### src/rtl/alu_pkg.sv
// Shared definitions for the 4-bit ALU and its command-side initiator:
// opcode values, output flag bit positions and the initiator FSM encoding.
package alu_pkg;

   localparam logic [3:0] OP_ADD  = 4'h0;
   localparam logic [3:0] OP_SUB  = 4'h1;
   localparam logic [3:0] OP_MUL  = 4'h2;
   localparam logic [3:0] OP_DIV  = 4'h3;
   localparam logic [3:0] OP_ROL  = 4'h4;
   localparam logic [3:0] OP_ROR  = 4'h5;
   localparam logic [3:0] OP_PENC = 4'h6;
   localparam logic [3:0] OP_GRAY = 4'h7;
   localparam logic [3:0] OP_MAJ  = 4'h8;
   localparam logic [3:0] OP_LWE  = 4'h9;
   localparam logic [3:0] OP_AND  = 4'hA;
   localparam logic [3:0] OP_OR   = 4'hB;
   localparam logic [3:0] OP_NOT  = 4'hC;
   localparam logic [3:0] OP_XOR  = 4'hD;
   localparam logic [3:0] OP_GT   = 4'hE;
   localparam logic [3:0] OP_EQ   = 4'hF;

   // Bit positions inside the 8-bit ALU output {Z,C,S,E,R[3:0]}
   localparam int FLAG_Z = 7;
   localparam int FLAG_C = 6;
   localparam int FLAG_S = 5;
   localparam int FLAG_E = 4;

   typedef enum logic [1:0] {
      ST_IDLE   = 2'd0,
      ST_SETTLE = 2'd1,
      ST_RESP   = 2'd2
   } state_t;

endpackage

### src/rtl/alu_initiator.sv
// Command-side sequencer for the external 4-bit ALU: registers a command onto
// the ALU inputs, waits SETTLE_CYCLES, captures the ALU output and returns it.
module alu_initiator
   import alu_pkg::*;
#(
   parameter int SETTLE_CYCLES = 1
) (
   input  logic       clk,
   input  logic       rst_n,
   input  logic       cmd_valid,
   output logic       cmd_ready,
   input  logic [3:0] cmd_opcode,
   input  logic [3:0] cmd_a,
   input  logic [3:0] cmd_b,
   input  logic       cmd_chain,
   output logic [3:0] alu_opcode,
   output logic [3:0] alu_a,
   output logic [3:0] alu_b,
   input  logic [7:0] alu_out,
   output logic       rsp_valid,
   input  logic       rsp_ready,
   output logic [7:0] rsp_data,
   output logic [7:0] err_count,
   output logic       busy
);

   localparam logic [3:0] SETTLE_INIT = 4'(SETTLE_CYCLES);

   state_t     state_q;
   state_t     state_d;
   logic [3:0] settle_cnt_q;
   logic [3:0] last_result_q;
   logic       accept;
   logic       capture;

   always_ff @(posedge clk or negedge rst_n) begin
      if (!rst_n) begin
         state_q <= ST_IDLE;
      end else begin
         state_q <= state_d;
      end
   end

   always_comb begin
      state_d   = state_q;
      accept    = 1'b0;
      capture   = 1'b0;
      cmd_ready = 1'b0;
      rsp_valid = 1'b0;
      case (state_q)
         ST_IDLE: begin
            cmd_ready = 1'b1;
            if (cmd_valid) begin
               accept  = 1'b1;
               state_d = ST_SETTLE;
            end
         end
         ST_SETTLE: begin
            if (settle_cnt_q == 4'd1) begin
               capture = 1'b1;
               state_d = ST_RESP;
            end
         end
         ST_RESP: begin
            rsp_valid = 1'b1;
            if (rsp_ready) begin
               state_d = ST_IDLE;
            end
         end
         default: begin
            state_d = ST_IDLE;
         end
      endcase
   end

   assign busy = (state_q != ST_IDLE);

   // Operand stage: ALU inputs only move on command acceptance so the
   // combinational ALU output stays stable while a response is pending.
   always_ff @(posedge clk or negedge rst_n) begin
      if (!rst_n) begin
         alu_opcode   <= 4'h0;
         alu_a        <= 4'h0;
         alu_b        <= 4'h0;
         settle_cnt_q <= 4'h0;
      end else if (accept) begin
         alu_opcode   <= cmd_opcode;
         alu_a        <= cmd_chain ? last_result_q : cmd_a;
         alu_b        <= cmd_b;
         settle_cnt_q <= SETTLE_INIT;
      end else if (state_q == ST_SETTLE && settle_cnt_q != 4'd0) begin
         settle_cnt_q <= settle_cnt_q - 4'd1;
      end
   end

   // Capture stage: response, chain source and error counter
   always_ff @(posedge clk or negedge rst_n) begin
      if (!rst_n) begin
         rsp_data      <= 8'h00;
         last_result_q <= 4'h0;
         err_count     <= 8'h00;
      end else if (capture) begin
         rsp_data      <= alu_out;
         last_result_q <= alu_out[3:0];
         if (alu_out[FLAG_E] && err_count != 8'hFF) begin
            err_count <= err_count + 8'd1;
         end
      end
   end

endmodule
### config.mk
export PLATFORM = sky130hd
export DESIGN_NAME = alu_initiator
export DESIGN_NICKNAME = d
export VERILOG_FILES = /design/src/rtl/alu_pkg.sv /design/src/rtl/alu_initiator.sv
export SDC_FILE = /design/constraint.sdc
export NUM_CORES = 1
export LEC_CHECK = 0
export CELL_PAD_IN_SITES_DETAIL_PLACEMENT = 0
export CELL_PAD_IN_SITES_GLOBAL_PLACEMENT = 2
export CORE_ASPECT_RATIO = 0.8
export CORE_MARGIN = 1
export CORE_UTILIZATION = 29
export DETAILED_ROUTE_END_ITERATION = 7
export MAX_ROUTING_LAYER = met4
export PLACE_DENSITY = 0.8
export SLEW_MARGIN = 20
export SYNTH_ARGS = -nofsm -noshare
export SYNTH_HDL_FRONTEND = slang
export SYNTH_SLANG_ARGS = --single-unit
### constraint.sdc
create_clock -name clk -period 2.61 [get_ports clk]
set_input_delay 0.522 -clock clk [delete_from_list [all_inputs] [get_ports clk]]
set_output_delay 0.522 -clock clk [all_outputs]
set_load 0.005 [all_outputs]
# [Word level (Yosys, flattened, before mapping)]
# Index checks and enable logic that the tools add are counted.
[word_totals] latchBits=0 n_memories=0 ram_bits=0 input_bits=25 mem_bits_ro=0 register_bits=38
[op_classes] shift=0 eq_ne=7 n_div=0 order_cmp=0 n_addsub=2 mux=13 n_mul=0 bitwise=0 reduce_logical=8
[ops] op="$mux 4" n=3
[ops] op="$add 8x1->8 const B" n=1
[ops] op="$ne 8x8->1 const B" n=1
[ops] op="$mux 1" n=6
[ops] op="$mux 2" n=3
[ops] op="$ne 2x2->1 const B" n=3
[ops] op="$pmux 2 s3" n=1
[ops] op="$eq 4x1->1 const B" n=1
[ops] op="$reduce_bool 2->1" n=2
[ops] op="$reduce_bool 4->1" n=1
[ops] op="$sub 4x1->4 const B" n=1
[ops] op="$reduce_and 3->1" n=1
[ops] op="$eq 2x1->1 const B" n=1
[ops] op="$eq 2x2->1 const B" n=1
[ops] op="$logic_and 1x1->1" n=2
[ops] op="$logic_not 2->1" n=1
[ops] op="$reduce_and 2->1" n=1

# [Depth between registers and ports, before layout]
[depth] word_depth=4 depth_mapped=7 mapped_depth_nobuf=6

# [Least setup slack after synthesis]
# Ideal clock, no wire load.
[synth_timing] path_type="reg-to-reg" startpoint="register settle_cnt_q[1]" endpoint="register err_count[1]" required_time_ps=2485 stages_incl_launch_ff=7 setup_slack_ps=958 n_path_buf=0 period_less_slack_ps=1652 arrival_ps=1527 path_cell_list="dfrtp_1 -> inv_1 -> ha_1 -> or3b_4 -> nor2_8 -> nand3_2 -> mux2_4"
[synth_between] elab_chain_len=4
[synth_rtl] item="from (decl)" line="alu_initiator.sv:31" rtl="logic [3:0] settle_cnt_q;"
[synth_rtl] item="from (signal assigned)" line="alu_initiator.sv:92" rtl="settle_cnt_q <= settle_cnt_q - 4'd1;"
[synth_rtl] item="$eq 4x1->1" line="alu_initiator.sv:59" rtl="if (settle_cnt_q == 4'd1) begin"
[synth_rtl] item="$mux 1" line="alu_initiator.sv:59"
[synth_rtl] item="$mux 1" line="alu_initiator.sv:50" rtl="case (state_q)"
[synth_rtl] item="$reduce_and 2->1 (no line)"
[synth_rtl] item="to (signal assigned)" line="alu_initiator.sv:106" rtl="err_count <= err_count + 8'd1;"
[synth_rtl] item="to (decl)" line="alu_initiator.sv:23" rtl="output logic [7:0] err_count,"
# No other way between the ends.
# A chain may end at the register's enable or synchronous reset.

# [Worst setup path after layout]
[layout_timing] startpoint="register state_q[0]" endpoint="output rsp_valid"
[layout_between] elab_chain_len=2
[layout_rtl] item="from (decl)" line="alu_initiator.sv:29" rtl="state_t state_q;"
[layout_rtl] item="from (signal assigned)" line="alu_initiator.sv:40" rtl="state_q <= state_d;"
[layout_rtl] item="$eq 2x2->1" line="alu_initiator.sv:50"
[layout_rtl] item="$mux 1" line="alu_initiator.sv:50"
[layout_rtl] item="to (decl)" line="alu_initiator.sv:20" rtl="output logic rsp_valid,"
# No other way between the ends.

==> results_dict.tcl <==
set metrics [dict create \
    outcome "finished, violations left" \
    violations "design-rule violations" \
    syn_to_final_growth_pct 44.6 \
    post-route-period-util 0.761 \
    clock-sinks 34 \
    finalCriticalPeriod_ns 1.99 \
    postLayoutCellArea_um2 2260 \
    grt_pass1_wl_um 5670 \
    grt_pass1_vias 1212 \
    power.density_nw_per_um2 1030 \
    ir_drop_mv 0.272 \
    dp_hpwl_um 2500 \
    avgViaCountPerCell 4.62 \
    wl_um 3340 \
    drive_above_1_share 0.108 \
    vias 1223 \
    placed_area_um2 2180 \
    synth-warning-count 0 \
    fp.dieH_um 67.6 \
    synthCells 143 \
    n_antenna_cell 0 \
    drv_slew 0 \
    final_antenna_net_count 0 \
    fillCellCount 481 \
    p_leak_nw 0.981 \
    cts_tree "done" \
    drv_cap 0 \
    setup_violations 0 \
    ys_ff_latch 34 \
    grt_max_degree 35 \
    worstSetupEndpointType "primary output" \
    ys_types 37 \
    tns_ns 0 \
    antenna_found_initial 0 \
    dieWidth_um 84.0 \
    rows 23 \
    multi_input_area_um2 671 \
    clk_latency_ns 0.28 \
    postCtsHoldBufs 0 \
    fmax_mhz 503 \
    place.gp.congestion 0.807 \
    hold_viol 0 \
    port_buffers 55 \
    dieArea_um2 5680 \
    synth_most_common_cell "dfrtp_1" \
    htree_levels 2 \
    synthTopCellsByArea "dfrtp_1 (55%), nand2_1 (7.2%), mux2_2 (5.8%)" \
    critical_path_class "reg2out" \
    fin_util 0.443 \
    synth_edf_count 0 \
    clk_path_buf_depth 2 \
    avgSynthCellArea_um2 10.9 \
    initial_core_util 0.306 \
    drc 10 \
    rsz0062_at_grt "false" \
    yosysTopAreaCell "dfrtp_1" \
    cts_setup_buffers 0 \
    core-area_um2 5090 \
    grt_use_total 0.137 \
    ios 56 \
    fin_nets 232 \
    netlist_top_cells_count "dfrtp_1 (34), nand2_1 (30), nor2_1 (10)" \
    ff_latch_area_um2 851 \
    cp.required_ns 2.09 \
    cp.arrival_ns 1.46 \
    wl_per_cell_um 12.6 \
    clk_pin_slew_ns 0.06 \
    dr.pass1.iters 6 \
    grt-ovfl-total 0 \
    cp-start-kind "flop" \
    syn_nets 172 \
    netlist_area_um2 1560 \
    hold_path.class "reg2reg" \
    design_power_total_w 0.00231 \
    ys.flop_type "dfrtp_1" \
    max_slew.worst_pin.slew_ns 0.519 \
    worst_clock_skew_ns 0.00364 \
    yosysSeqAreaShare 0.545 \
    root_buffer "clkbuf_8" \
    cts-buffers-inserted 5 \
    maxSlewHeadroom 0.654 \
    async_flop_share 1.00 \
    cts_resized 0 \
    synth_top_area_frac 0.545 \
    crit_fanout 6 \
    drtIter0Drc 82 \
]
## report_power, final
group	switching [W]	internal [W]
clock	0.000176	0.000183
combinational	0.000410	0.000623
sequential	0.000170	0.000751
total	0.000756	0.00156
## cell type report
cell class | count | share of cell area
clock buffer | 7 | 0.0338
inverter | 4 | 0.00666
multi-input combinational | 101 | 0.297
sequential | 34 | 0.377
tap | 62 | 0.0344
timing repair buffer | 57 | 0.251
## logic make-up (layout without fill, tap and decap cells)
| kind of cell | after synthesis | count (layout) | synth area share |
|---|---|---|---|
| AO/OA/AOI/OAI | 12 | 12 | 0.0481 |
| XOR/XNOR | 7 | 7 | 0.0393 |
| buffers and inverters | 8 | 68 | 0.0248 |
| adder cells (fa/ha/maj) | 4 | 4 | 0.0321 |
| flip-flops | 34 | 34 | 0.545 |
| AND/OR/NAND/NOR | 65 | 65 | 0.217 |
| multiplexers | 13 | 13 | 0.0930 |
## cells in the final DEF (no fill, tap or decap), drive strengths merged
cell            n
clkdlybuf4s50  55
dfrtp          34
nand2          30
nor2           11
mux2            9
clkbuf          7
a21oi           5
xnor2           5
nand3           5
inv             4
mux2i           4
nand4           4
ha              4
nor3            4
nand2b          3
and2            2
xor2            2
buf             2
or3b            2
nor2b           1
nor3b           1
o21ai           1
and4            1
and3            1
a21boi          1
a31oi           1
a41oi           1
o21a            1
a211oi          1
o31ai           1
## stage by stage
step / cells / hold WS (ns) / setup WS [ns]
floorplan: 143 / 0.226 / 0.958
global placement: 258 / 0.465 / 0.658
detailed placement: 258 / 0.466 / 0.614
CTS: 265 / 0.482 / 0.605
global route: 265 / 0.497 / 0.524
finish: 265 / 0.476 / 0.624
## registers in the layout, summed over array words and instances (netlist names)
register,flops
rsp_data,8
alu_opcode,4
alu_b,4
settle_cnt_q,4
err_count,8
alu_a,4
state_q,2
## critical path: stages, from the launching register on
cell             delay [ns]
dfrtp_1                0.44
nand2b_1               0.18
inv_1                  0.05
clkdlybuf4s50_1        0.51
## per-layer routing
metal | part of all wire | track usage | vias up
li1 | - | - | 602
met1 | 0.48 | 0.161 | 580
met2 | 0.45 | 0.216 | 33
met3 | 0.058 | 0.0428 | 8
met4 | 0.020 | 0.0647 | 0
met5 | 0 | - | -
## path summary, 6_finish.rpt
path / start / endpoint / slack, ns / cells after the start
hold / removal: rsp_data[4] / rsp_data[4] / 0.48 / 2
min in group asynchronous: rst_n / alu_a[1] / 0.65 / 2
setup reg to reg: settle_cnt_q[1] / err_count[1] / 0.74 / 6
hold reg to reg: rsp_data[4] / rsp_data[4] / 0.48 / 2
max in group asynchronous: rst_n / err_count[3] / 1.65 / 2
setup / recovery: state_q[0] / rsp_valid / 0.62 / 3
Note: power is estimated with default switching activity, not from simulation.
